==> config.mk <==
export PLATFORM = sky130hd
export DESIGN_NAME = sid_write_scheduler_flat
export DESIGN_NICKNAME = d
export VERILOG_FILES = /design/src/rtl/sid_pkg.sv /design/src/rtl/sid_write_scheduler_if.sv /design/src/rtl/sid_wr_fifo.sv /design/src/rtl/sid_write_scheduler.sv /design/src/flat_wrapper.sv
export SDC_FILE = /design/constraint.sdc
export NUM_CORES = 1
export LEC_CHECK = 0
export CORE_MARGIN = 2
export CORE_UTILIZATION = 31
export CTS_CLUSTER_DIAMETER = 40
export DETAILED_ROUTE_END_ITERATION = 8
export PLACE_DENSITY = 0.48
export SLEW_MARGIN = 20
export SYNTH_ARGS = -nofsm -noshare
export SYNTH_HDL_FRONTEND = slang
export SYNTH_HIERARCHICAL = 1
export SYNTH_SLANG_ARGS = --single-unit
export TNS_END_PERCENT = 10
==> constraint.sdc <==
create_clock -name clk -period 6.7 [get_ports clk]
set_clock_uncertainty 0.15 [all_clocks]
set_input_delay 0.67 -clock clk [delete_from_list [all_inputs] [get_ports clk]]
set_output_delay 0.67 -clock clk [all_outputs]
set_load 0.01 [all_outputs]
==> src/rtl/sid_pkg.sv <==
// Shared SID register-bus constants and types for the write scheduler slice.
package sid_pkg;

    localparam int unsigned SID_ADDR_W    = 5;
    localparam int unsigned SID_DATA_W    = 8;
    localparam int unsigned SID_NUM_WREGS = 25;

    localparam logic [SID_ADDR_W-1:0] SID_REG_CTRL0 = 5'h04;
    localparam logic [SID_ADDR_W-1:0] SID_REG_CTRL1 = 5'h0B;
    localparam logic [SID_ADDR_W-1:0] SID_REG_CTRL2 = 5'h12;

    typedef struct packed {
        logic [SID_ADDR_W-1:0] addr;
        logic [SID_DATA_W-1:0] data;
    } sid_wr_t;

    typedef enum logic {
        PrioA = 1'b0,
        PrioB = 1'b1
    } sid_prio_e;

endpackage

==> src/rtl/sid_write_scheduler_if.sv <==
// Bundle of requester, SID write bus and shadow readback signals of the write scheduler.
interface sid_write_scheduler_if;
    import sid_pkg::*;

    logic                  clkEn;
    logic                  iAValid;
    logic                  oAReady;
    logic [SID_ADDR_W-1:0] iAAddr;
    logic [SID_DATA_W-1:0] iAData;
    logic                  iBValid;
    logic                  oBReady;
    logic [SID_ADDR_W-1:0] iBAddr;
    logic [SID_DATA_W-1:0] iBData;
    logic                  oWE;
    logic [SID_ADDR_W-1:0] oAddr;
    logic [SID_DATA_W-1:0] oData;
    logic                  oDrop;
    logic [SID_ADDR_W-1:0] iRdAddr;
    logic [SID_DATA_W-1:0] oRdData;
    logic                  oBusy;

    modport slave (
        input  clkEn, iAValid, iAAddr, iAData, iBValid, iBAddr, iBData, iRdAddr,
        output oAReady, oBReady, oWE, oAddr, oData, oDrop, oRdData, oBusy
    );

    modport master (
        output clkEn, iAValid, iAAddr, iAData, iBValid, iBAddr, iBData, iRdAddr,
        input  oAReady, oBReady, oWE, oAddr, oData, oDrop, oRdData, oBusy
    );

endinterface

==> src/rtl/sid_wr_fifo.sv <==
// Synchronous FIFO of {addr,data} register writes; pointers carry one extra wrap bit.
module sid_wr_fifo
    import sid_pkg::*;
#(
    parameter int unsigned DEPTH = 4
) (
    input  logic    clk,
    input  logic    iRstN,
    input  logic    push_i,
    input  sid_wr_t wdata_i,
    input  logic    pop_i,
    output sid_wr_t rdata_o,
    output logic    full_o,
    output logic    empty_o
);

    localparam int unsigned PtrW = $clog2(DEPTH);

    logic [PtrW:0] wr_ptr_q, wr_ptr_d;
    logic [PtrW:0] rd_ptr_q, rd_ptr_d;
    sid_wr_t       mem_q [DEPTH];
    logic          do_push;
    logic          do_pop;

    always_comb begin
        full_o   = (wr_ptr_q[PtrW] != rd_ptr_q[PtrW]) &&
                   (wr_ptr_q[PtrW-1:0] == rd_ptr_q[PtrW-1:0]);
        empty_o  = (wr_ptr_q == rd_ptr_q);
        do_push  = push_i && !full_o;
        do_pop   = pop_i && !empty_o;
        wr_ptr_d = wr_ptr_q + (PtrW+1)'(do_push);
        rd_ptr_d = rd_ptr_q + (PtrW+1)'(do_pop);
        rdata_o  = mem_q[rd_ptr_q[PtrW-1:0]];
    end

    always_ff @(posedge clk) begin
        if (!iRstN) begin
            wr_ptr_q <= '0;
            rd_ptr_q <= '0;
        end else begin
            wr_ptr_q <= wr_ptr_d;
            rd_ptr_q <= rd_ptr_d;
        end
    end

    // Storage needs no reset: it is only read through a non-empty head.
    always_ff @(posedge clk) begin
        if (do_push) begin
            mem_q[wr_ptr_q[PtrW-1:0]] <= wdata_i;
        end
    end

endmodule

==> src/rtl/sid_write_scheduler.sv <==
// Round-robin scheduler of two SID write queues onto one bus, one write per clkEn tick,
// with a registered shadow copy of the write-only registers.
module sid_write_scheduler
    import sid_pkg::*;
#(
    parameter int unsigned DEPTH     = 4,
    parameter int unsigned NUM_WREGS = SID_NUM_WREGS
) (
    input logic                  clk,
    input logic                  iRstN,
    sid_write_scheduler_if.slave bus
);

    sid_wr_t   a_head, b_head, pop_entry;
    logic      a_full, a_empty, b_full, b_empty;
    logic      pop_a, pop_b, pick_a, do_pop;
    sid_prio_e prio_q, prio_d;
    logic      we_q, we_d;
    logic      drop_q, drop_d;
    logic [SID_ADDR_W-1:0] addr_q;
    logic [SID_DATA_W-1:0] data_q;
    logic [SID_DATA_W-1:0] rd_data_q, rd_data_d;
    logic [SID_DATA_W-1:0] shadow_q [NUM_WREGS];

    sid_wr_fifo #(.DEPTH(DEPTH)) u_fifo_a (
        .clk     (clk),
        .iRstN   (iRstN),
        .push_i  (bus.iAValid),
        .wdata_i ({bus.iAAddr, bus.iAData}),
        .pop_i   (pop_a),
        .rdata_o (a_head),
        .full_o  (a_full),
        .empty_o (a_empty)
    );

    sid_wr_fifo #(.DEPTH(DEPTH)) u_fifo_b (
        .clk     (clk),
        .iRstN   (iRstN),
        .push_i  (bus.iBValid),
        .wdata_i ({bus.iBAddr, bus.iBData}),
        .pop_i   (pop_b),
        .rdata_o (b_head),
        .full_o  (b_full),
        .empty_o (b_empty)
    );

    always_comb begin
        pick_a    = !a_empty && (b_empty || (prio_q == PrioA));
        pop_a     = bus.clkEn && pick_a;
        pop_b     = bus.clkEn && !b_empty && !pick_a;
        do_pop    = pop_a || pop_b;
        pop_entry = pick_a ? a_head : b_head;
        prio_d    = prio_q;
        if (do_pop) begin
            prio_d = pop_a ? PrioB : PrioA;
        end
        // Addresses past the writable range are popped but never reach the bus.
        we_d      = do_pop && (32'(pop_entry.addr) < NUM_WREGS);
        drop_d    = do_pop && !(32'(pop_entry.addr) < NUM_WREGS);
        rd_data_d = (32'(bus.iRdAddr) < NUM_WREGS) ? shadow_q[bus.iRdAddr] : '0;
    end

    always_ff @(posedge clk) begin
        if (!iRstN) begin
            prio_q    <= PrioA;
            we_q      <= 1'b0;
            drop_q    <= 1'b0;
            addr_q    <= '0;
            data_q    <= '0;
            rd_data_q <= '0;
            for (int i = 0; i < int'(NUM_WREGS); i++) begin
                shadow_q[i] <= '0;
            end
        end else begin
            prio_q    <= prio_d;
            we_q      <= we_d;
            drop_q    <= drop_d;
            rd_data_q <= rd_data_d;
            if (we_d) begin
                addr_q                   <= pop_entry.addr;
                data_q                   <= pop_entry.data;
                shadow_q[pop_entry.addr] <= pop_entry.data;
            end
        end
    end

    assign bus.oAReady = !a_full;
    assign bus.oBReady = !b_full;
    assign bus.oWE     = we_q;
    assign bus.oAddr   = addr_q;
    assign bus.oData   = data_q;
    assign bus.oDrop   = drop_q;
    assign bus.oRdData = rd_data_q;
    assign bus.oBusy   = !a_empty || !b_empty;

endmodule

==> src/flat_wrapper.sv <==
// flat-port wrapper written by rule: the top's interface ports become plain ports
module sid_write_scheduler_flat import sid_pkg::*;
#(
    parameter int unsigned DEPTH     = 4,
    parameter int unsigned NUM_WREGS = SID_NUM_WREGS
)
  (clk, iRstN, bus_clkEn, bus_iAValid, bus_iAAddr, bus_iAData, bus_iBValid, bus_iBAddr, bus_iBData, bus_iRdAddr, bus_oAReady, bus_oBReady, bus_oWE, bus_oAddr, bus_oData, bus_oDrop, bus_oRdData, bus_oBusy);
  sid_write_scheduler_if bus_i ();
  input logic clk;
  input logic iRstN;
  input wire logic [$bits(bus_i.clkEn)-1:0] bus_clkEn;
  input wire logic [$bits(bus_i.iAValid)-1:0] bus_iAValid;
  input wire logic [$bits(bus_i.iAAddr)-1:0] bus_iAAddr;
  input wire logic [$bits(bus_i.iAData)-1:0] bus_iAData;
  input wire logic [$bits(bus_i.iBValid)-1:0] bus_iBValid;
  input wire logic [$bits(bus_i.iBAddr)-1:0] bus_iBAddr;
  input wire logic [$bits(bus_i.iBData)-1:0] bus_iBData;
  input wire logic [$bits(bus_i.iRdAddr)-1:0] bus_iRdAddr;
  output wire logic [$bits(bus_i.oAReady)-1:0] bus_oAReady;
  output wire logic [$bits(bus_i.oBReady)-1:0] bus_oBReady;
  output wire logic [$bits(bus_i.oWE)-1:0] bus_oWE;
  output wire logic [$bits(bus_i.oAddr)-1:0] bus_oAddr;
  output wire logic [$bits(bus_i.oData)-1:0] bus_oData;
  output wire logic [$bits(bus_i.oDrop)-1:0] bus_oDrop;
  output wire logic [$bits(bus_i.oRdData)-1:0] bus_oRdData;
  output wire logic [$bits(bus_i.oBusy)-1:0] bus_oBusy;
  assign bus_i.clkEn = bus_clkEn;
  assign bus_i.iAValid = bus_iAValid;
  assign bus_i.iAAddr = bus_iAAddr;
  assign bus_i.iAData = bus_iAData;
  assign bus_i.iBValid = bus_iBValid;
  assign bus_i.iBAddr = bus_iBAddr;
  assign bus_i.iBData = bus_iBData;
  assign bus_i.iRdAddr = bus_iRdAddr;
  assign bus_oAReady = bus_i.oAReady;
  assign bus_oBReady = bus_i.oBReady;
  assign bus_oWE = bus_i.oWE;
  assign bus_oAddr = bus_i.oAddr;
  assign bus_oData = bus_i.oData;
  assign bus_oDrop = bus_i.oDrop;
  assign bus_oRdData = bus_i.oRdData;
  assign bus_oBusy = bus_i.oBusy;
  sid_write_scheduler #(.DEPTH(DEPTH), .NUM_WREGS(NUM_WREGS)) u_core (.clk(clk), .iRstN(iRstN), .bus(bus_i));
endmodule
==> summary by stage, run 1 <==
Clocking
The number of setup buffers added after CTS is 0. The cts-stage hold buffer count is 0. The clock sink total is about 360. The TritonCTS buffer count is between 50 and 60. TritonCTS built the clock tree.

The total number of H-tree levels is 2. The clock latency of the later-clocked register in the worst-skew pair is 0.59 ns. The cell sitting at the root of the clock tree is a sky130_fd_sc_hd__clkbuf_16. The number of buffers on the longest clock path is 3. Clock-pin slew was measured on the worst setup and hold paths at ~0.060 ns. The post-CTS resize count is 0.

Power
The net switching power is 1.69 mW. Power spread over the standard cell area amounts to ~340 nW/um^2. The share of total power dissipated in sequential elements is 0.414. Of the total power, combinational logic draws 0.142. The share of total power consumed by net switching is 0.269. The total power is approximately 6.3 mW. Across the VDD grid, the largest voltage drop is 0.000173 V. Cell internal power was estimated by the tool at roughly 4.6 mW. The clock network fraction of total power is 0.443. For this design the static power due to leakage is approximately 6.7 nW.

GRT
The first global-routing pass estimated 59.3 mm of wire. The number of antenna violations at the first check in global routing was 0. The via count of the first global-routing pass is approximately 9k.

The overall track demand over capacity in global routing is 0.159. After global routing the overflow that remains totals 0. Entering global routing, the biggest net connects 59 pins.

Routing
The ratio of routed vias to standard cells is 4.82. The count of vias placed by the detailed router is a little under 9k. The count of unresolved DRC violations after routing is 0.

In the final routed layout, each cell accounts on average for approximately 22 um. Wires add up to about 40 mm. The number of iterations in the first detailed-routing pass is 5. In this run the remaining antenna-violating nets after routing total 0. The first routing iteration left 721 violations.

Layout
The final net count is 1,160. The final cell count without fillers is roughly 1.8k. Fill cells in the final layout number about 4.6k. The growth of design area from synthesis to finish is 21.1%. The share of layout cells above drive strength 1 is 0.208. The count of antenna diodes in the layout is 0.

Floorplanning
The area of the placeable core is roughly 49,000 um^2. The floorplan step defined a die boundary enclosing slightly above 50,000 um^2. The height of the die is between 200 and 250 um. From left edge to right edge, the die measures about 230 um.

The initial cell density of the core is 0.314. The number of top-level pins is 62. The count of standard-cell rows is 81.

Worst hold path
The min-delay analysis places its worst path in the category register to register.

Critical path
The startpoint type of the worst setup path is a register. The critical path starts at u_core/u_fifo_a/rd_ptr_q[1]. The maximum fanout along the worst path is 16. Following the worst setup path forward leads to its endpoint at u_core/shadow_q[11][6]. The worst setup path is captured at a register. The critical path is of the register to register type. The data arrival at the endpoint of the critical path is 4.47 ns.

Measured in cells, the most critical reg-to-reg path has a length of 8. The end of the worst register-to-register path is u_core/shadow_q[11][6]. The required time reported for the critical path endpoint is between 6 and 7 ns. The setup check on the worst reg-to-reg path leaves a slack of between 2 and 2.5 ns. In this run the critical register-to-register path is launched from u_core/u_fifo_a/rd_ptr_q[1].

STA
Setup repair after global routing left no endpoint under its margin. For the final routed database, the setup TNS stands at 0 ns. The actual transition at the worst max-transition pin is 1.00 ns. Hold is met by 0.292 ns. The hold violation count in the final report came to 0. Setup violations remaining at the end of the flow were counted as 0. For this run, the top clock speed supported by timing is approximately 230 MHz. In the finished design, the share of the clock period the worst path needs comes to 0.655. Headroom to the max-slew limit came out at 0.333. The final period demand of the worst path is roughly 4.4 ns.

The number of pins with negative max-slew slack in the final report is 0.

Place
The number of placed instances, taps included is about 1.7k. Detailed placement ended at an HPWL of around 25 mm. At the end of routability-driven placement, the weighted congestion stood at roughly 0.8. The count of input and output buffers is 61.

Synth
The synthesis warning total is 6. The number of instances in the synthesized netlist is ~1.0k. The most common cell in the synthesized netlist is sky130_fd_sc_hd__edfxtp_1.

The average cell area after synthesis is 15.0 um^2. The cell area after synthesis is 15,400 um^2. For this run, the leading register cell type out of synthesis is sky130_fd_sc_hd__edfxtp_1. The share of synthesized area in the top cell type comes to 0.623. The synthesized netlist contains between 60 and 70 unique library cells.

The number of enable-type register cells in the synthesized netlist is around 320. Sorting the synthesized cells by area gives the leading types as sky130_fd_sc_hd__edfxtp_1 62%, sky130_fd_sc_hd__mux4_2 8.1%, sky130_fd_sc_hd__nor2_1 5.2%, sky130_fd_sc_hd__dfxtp_1 4.7%, sky130_fd_sc_hd__mux2i_1 2.3%. The number of flip-flops and latches in the synthesized netlist is approximately 360.

The most area-hungry cell type in the Yosys netlist is sky130_fd_sc_hd__edfxtp_1. Sorting the synthesized cells by how often they occur yields 319 x sky130_fd_sc_hd__edfxtp_1, 213 x sky130_fd_sc_hd__nor2_1, 60 x sky130_fd_sc_hd__nand2_1, 55 x sky130_fd_sc_hd__mux4_2, 36 x sky130_fd_sc_hd__dfxtp_1. The share of synthesized flip-flops with an asynchronous set or reset is 0.

Of the synthesized area, sequential elements account for 0.670.

Run
Max-cap violations in this run came to 0.

Status
The run finished with clean final reports.
-- cells by family after synthesis --
logic type | synth area share
compound gates | 0.0451
xor+xnor | 0.0101
fa+ha+maj | 0.00651
buf+inv | 0.0250
flops | 0.670
mux | 0.132
other cells | 0.000244
simple gates | 0.111
-- metrics by stage --
stage                     area, um^2  worst slack (ns)   util
final                          18600              2.31  0.380
after global routing           18600              2.04  0.380
after CTS                      18600              2.35  0.380
after detailed placement       16800              2.37  0.343
after global placement         16800              2.51  0.343
after floorplan                15400              3.76      -
-- worst min-delay path by stage --
stage | slack (ns) | from | cells past startpoint | endpoint
final | 0.29 | u_core/bus.oAddr[3] | 2 | u_core/bus.oAddr[3]
after CTS | 0.30 | u_core/bus.oAddr[3] | 2 | u_core/bus.oAddr[3]
after floorplan | 0.32 | u_core/bus.oAddr[3] | 2 | u_core/bus.oAddr[3]
after global placement | 0.28 | u_core/bus.oAddr[3] | 2 | u_core/bus.oAddr[3]
after global routing | 0.34 | u_core/bus.oAddr[3] | 2 | u_core/bus.oAddr[3]
after detailed placement | 0.29 | u_core/bus.oAddr[3] | 2 | u_core/bus.oAddr[3]
-- registers in the layout, indices dropped and copies added (netlist names) --
signal                    flops
u_core/bus.oDrop              1
u_core/bus.oWE                1
u_core/bus.oRdData            8
u_core/u_fifo_b/rd_ptr_q      3
u_core/bus.oAddr              5
u_core/u_fifo_a/mem_q        52
u_core/prio_q                 1
u_core/bus.oData              8
u_core/u_fifo_a/rd_ptr_q      3
u_core/shadow_q             215
u_core/u_fifo_a/wr_ptr_q      3
u_core/u_fifo_b/wr_ptr_q      3
u_core/u_fifo_b/mem_q        52
-- power by group through the flow --
| stage | sequential, mW | clock, mW | combinational, mW |
|---|---|---|---|
| 5_1_grt | 2.62 | 2.96 | 0.958 |
| 4_1_cts | 2.61 | 2.85 | 0.904 |
| 6_report | 2.60 | 2.79 | 0.895 |
| 3_5_place_dp | 2.65 | 0 | 0.901 |
| 2_1_floorplan | 2.63 | 0 | 0.518 |
| 3_3_place_gp | 2.65 | 0 | 0.902 |
-- cells in the final DEF, fill, tap and decap left out, types with 8 or more instances in the layout --
master,instances
sky130_fd_sc_hd__buf_4,23
sky130_fd_sc_hd__nand3_2,17
sky130_fd_sc_hd__xor2_1,10
sky130_fd_sc_hd__a21oi_1,13
sky130_fd_sc_hd__inv_1,14
sky130_fd_sc_hd__mux2i_4,8
sky130_fd_sc_hd__edfxtp_1,319
sky130_fd_sc_hd__clkdlybuf4s50_1,57
sky130_fd_sc_hd__nor3_1,11
sky130_fd_sc_hd__dfxtp_1,36
sky130_fd_sc_hd__clkbuf_16,55
sky130_fd_sc_hd__nand2_1,60
sky130_fd_sc_hd__mux2_2,20
sky130_fd_sc_hd__inv_6,8
sky130_fd_sc_hd__mux4_1,8
sky130_fd_sc_hd__clkinv_2,9
sky130_fd_sc_hd__ha_1,8
sky130_fd_sc_hd__o22ai_1,8
sky130_fd_sc_hd__mux2i_1,27
sky130_fd_sc_hd__a211oi_1,9
sky130_fd_sc_hd__nor2b_1,10
sky130_fd_sc_hd__mux4_2,55
sky130_fd_sc_hd__and2_1,14
sky130_fd_sc_hd__conb_1,15
sky130_fd_sc_hd__nor2_1,213
-- layer usage --
| layer | GRT usage | up-vias | wire length (um) |
|---|---|---|---|
| li1 | - | 4066 | - |
| met1 | 0.214 | 4436 | 17600 |
| met2 | 0.258 | 232 | 18800 |
| met3 | 0.0290 | 66 | 1990 |
| met4 | 0.0558 | 0 | 1000 |
| met5 | 0 | - | 0 |
-- worst max-delay path, stage by stage (launching register included) --
cell and delay (ns):
sky130_fd_sc_hd__dfxtp_1 0.86, sky130_fd_sc_hd__xor2_1 0.39, sky130_fd_sc_hd__nor3_1 0.13, sky130_fd_sc_hd__buf_4 0.20, sky130_fd_sc_hd__a21boi_1 0.36, sky130_fd_sc_hd__nand2_1 0.27
sky130_fd_sc_hd__and3b_1 0.91, sky130_fd_sc_hd__nand3_2 0.37, sky130_fd_sc_hd__nand2_1 0.41
-- layout make-up --
| class | count | area [um^2] | share of cell area |
|---|---|---|---|
| multi-input cells | 606 | 4850 | 0.261 |
| clock buffers | 63 | 1420 | 0.0761 |
| flip-flops and latches | 355 | 10300 | 0.554 |
| well taps | 664 | 831 | 0.0446 |
| clock inverters | 37 | 390 | 0.0210 |
| inverters | 15 | 56.3 | 0.00303 |
| repair buffers | 84 | 763 | 0.0410 |
No activity file was read; power rests on OpenSTA's default activity.
==> run 2: changes to the inputs <==
- PLACE_DENSITY: 0.48 -> 0.5
- clock period: 6.7 -> 3.7 ns (I/O delays scaled with it)
==> run 2 against run 1 <==
Core utilization up 0.33 points. Count of clock-buffer cells in the layout decreased by 5. Critical path depth is 2 higher. Combinational power increased by 89%. Maximum frequency rose by 28%. Clock power grew 71%. Global-route usage down 0.34 points. Worst setup slack worse by 2.0 ns. Non-clock buffer count rose by 27. Power grew 78%. Sequential share of layout area fell by 0.48 points.
==> summary by stage, run 2 (synthesized netlist as in run 1, its figures left out) <==
Power
The share of total power consumed by net switching is 0.272 (+0.00281). The reported leakage power is 6.82 nW (+1.3%). The net switching power is 3.04 mW (+79%). The clock network fraction of total power is 0.427 (-0.016). The total power is 11.2 mW (+78%).

The internal power is 8.13 mW (+77%). The worst-case vdd ir drop is 0.000427 V (+150%). The portion of total power attributed to combinational logic is 0.151 (+0.009). The power per cell area was 595 nW/um^2 (+76%). The sequential fraction of design power is 0.422 (+0.008).

Layout
The count of filler cells inserted in the layout came to 4,588 (-0.13%). In the layout the commonest cells are 319 x sky130_fd_sc_hd__edfxtp_1, 213 x sky130_fd_sc_hd__nor2_1, 60 x sky130_fd_sc_hd__nand2_1. The share of layout cells above drive strength 1 is 0.229 (+0.0217). The count of antenna diodes in the layout is 0 (unchanged). The area of combinational cells with multiple inputs is 4850 um^2 (about the same). The final net count is 1,183 (+2.0%). The core occupancy in the finished layout is 0.383 (+0.00330). The final cell count without fillers was 1,845 (+1.2%). The area of all placed cells without fillers came to 18,800 um^2 (+0.87%). Leaving out fill and tap cells, the most frequent cell in the layout is sky130_fd_sc_hd__edfxtp_1.

More flip-flops sit in one register than any other, and that register is u_core/shadow_q. The total area of sequential cells is 10,300 um^2 (unchanged). The area growth from synthesis to layout is 22.1%.

The number of flip-flops in the largest register is 215 (unchanged).

Clocking
The clock latency of the later-clocked register in the worst-skew pair came to 0.57 ns (-0.02 ns). The total number of H-tree levels is 2 (unchanged). TritonCTS built the clock tree. The clock-pin slew reported for the worst setup and hold paths after clock tree synthesis is 0.05 ns (about the same). The number of buffers on the longest clock path is 3 (unchanged).

The TritonCTS buffer count is 50 (-7.4%). The cts-stage hold buffer count is 0 (unchanged). The clock sink total was 355 (unchanged). The cell chosen for the clock root is sky130_fd_sc_hd__clkbuf_16.

STA
The actual transition at the worst max-transition pin is 1.03 ns (+0.0259 ns). The number of pins with negative max-slew slack in the final report is 0 (unchanged). The fmax was 292 MHz (+28%). Setup repair after global routing left no endpoint under its margin.

The relative slew slack is 0.316 (-0.0173). The hold violation count in the final report is 0 (unchanged). The final sum of negative setup slack is 0 ns (unchanged). The final cycle utilization of the critical path is 0.925 (+0.269). The final period demand of the worst path came to 3.42 ns (-0.969 ns).

The final number of setup-violating endpoints is 0 (unchanged).

Floorplanning
The area of the placeable core was 49,000 um^2 (unchanged). The count of standard-cell rows was 81 (unchanged). The die footprint was 51,400 um^2 (unchanged). The number of top-level pins came to 62 (unchanged).

The chip width is 227 um (unchanged). The initial cell density of the core is 0.314 (unchanged). The height of the die is 227 um (unchanged).

GRT
The global-route wire length before repair came to 58.4 mm (-1.5%). The overall track demand over capacity in global routing came to 0.156 (-0.00339). The global route total overflow is 0 (unchanged). The maximum number of pins on one net before global-route repair came to 38 (-36%). The via count of the first global-routing pass was 9,088 (-1.7%).

The number of antenna violations at the first check in global routing is 0 (unchanged).

Critical path
The worst setup path is launched from a register. The critical path goes through xor2_1 > nor3_1 > buf_4 > a21boi_1 > buf_4 > nand2_1 > nor3_1 > buf_4 > nand4_2 > nand2_1. The required time reported for the critical path endpoint is 3.76 ns (-3.02 ns). The stage delay of the slowest cell on the critical path is 0.57 ns (-0.34 ns).

The gate family responsible for the most delay along the worst path is simple AND/OR/NAND/NOR gates. The type of the setup path with the least slack is register to register. The startpoint of the lowest-slack register-to-register path is u_core/u_fifo_a/rd_ptr_q[0]. STA classifies the critical path endpoint as a register.

The data arrival at the endpoint of the critical path is 3.48 ns (-0.99 ns). The depth of the most critical reg-to-reg path is 10 (+2). The maximum fanout along the worst path is 10 (-6).

The combined buffer and inverter count along the critical path came to 3 (+2). The cell repeated most along the worst path is sky130_fd_sc_hd__buf_4. The slowest stage of the critical path belongs to the cell sky130_fd_sc_hd__dfxtp_1. The register-to-register setup slack is 0.28 ns (-2.03 ns). The total stage count of the critical path is 10 (+2). The end of the worst register-to-register path is u_core/shadow_q[9][0].

Worst hold path
The worst hold path terminates at u_core/bus.oWE. The worst hold path cell count was 3 (+1). The min-delay analysis places its worst path in the category primary input to register. The startpoint of the worst hold path is iRstN.

Place
The number of placed instances, taps included is 1,748 (+1.4%). The count of input and output buffers is 61 (unchanged). The cell area after placement came to 17,000 um^2 (+1.2%). The post-DP HPWL is 26.0 mm (+3.7%). The routability congestion estimate was 0.811 (+0.95%).

Status
The flow ran to the end, and the final reports show no timing, DRC or antenna violations.

Routing
The number of iterations in the first detailed-routing pass is 5 (unchanged). The DRC violation total after the first TritonRoute iteration came to 600 (-17%). The ratio of routed vias to standard cells is 4.87 (+0.88%). The antenna violation net count after detailed routing came to 0 (unchanged).

The post-detailed-routing wire length was 38.9 mm (-1.3%). The count of unresolved DRC violations after routing came to 0 (unchanged). The routed wire length per instance came to 21.1 um (-2.4%).

The count of vias placed by the detailed router is 8,980 (+2.0%).

Run
The max-capacitance violation count is 0 (unchanged).
## run 2: worst min-delay path, stage by stage
cell	delay, ns
sky130_fd_sc_hd__buf_2	0.13
sky130_fd_sc_hd__nand2_1	0.24
sky130_fd_sc_hd__nor3_1	0.15
## run 2: worst max-delay path by stage
stage | endpoint | from | slack (ns)
floorplan | u_core/shadow_q[17][0] | u_core/u_fifo_b/rd_ptr_q[1] | 0.76
global placement | u_core/shadow_q[8][0] | u_core/u_fifo_b/wr_ptr_q[2] | 0.17
detailed placement | u_core/shadow_q[15][3] | u_core/u_fifo_b/wr_ptr_q[1] | 0.11
CTS | u_core/shadow_q[8][2] | u_core/u_fifo_b/wr_ptr_q[2] | 0.07
global route | u_core/shadow_q[24][5] | u_core/u_fifo_a/rd_ptr_q[0] | 0.02
finish | u_core/shadow_q[9][0] | u_core/u_fifo_a/rd_ptr_q[0] | 0.28
## run 2: what timing repair did
| item | 4_1_cts | 5_1_grt |
|---|---|---|
| setup buffers | 0 | 3 |
| resized for setup | 0 | 3 |
| endpoints found under the setup margin | 0 | 146 |
## run 2: per-stage QoR
step                setup WS [ns]  hold WS [ns]
CTS                        0.0659         0.163
global placement            0.168         0.303
finish                      0.278         0.243
global route               0.0215         0.249
floorplan                   0.762         0.315
detailed placement          0.113         0.301
## run 2: cell type report
class | instances | area share
sequential | 355 | 0.549
multi-input combinational | 606 | 0.259
clock buffer | 58 | 0.0733
timing repair buffer | 111 | 0.0541
tap | 664 | 0.0443
clock inverter | 36 | 0.0180
inverter | 15 | 0.00300
## run 2: power by group through the flow
stage / combinational, mW / clock, mW / sequential, mW
after CTS: 1.66 / 4.88 / 4.71
after floorplan: 0.938 / 0 / 4.77
after detailed placement: 1.65 / 0 / 4.80
final: 1.69 / 4.76 / 4.71
after global placement: 1.64 / 0 / 4.79
after global routing: 1.79 / 5.05 / 4.73
## run 2: metal layers
| metal | vias up | global-route usage | share of wire |
|---|---|---|---|
| met1 | 4546 | 0.217 | 0.45 |
| met5 | - | 0 | 0 |
| met2 | 275 | 0.249 | 0.47 |
| met4 | 0 | 0.0405 | 0.018 |
| li1 | 4106 | - | - |
| met3 | 53 | 0.0294 | 0.062 |
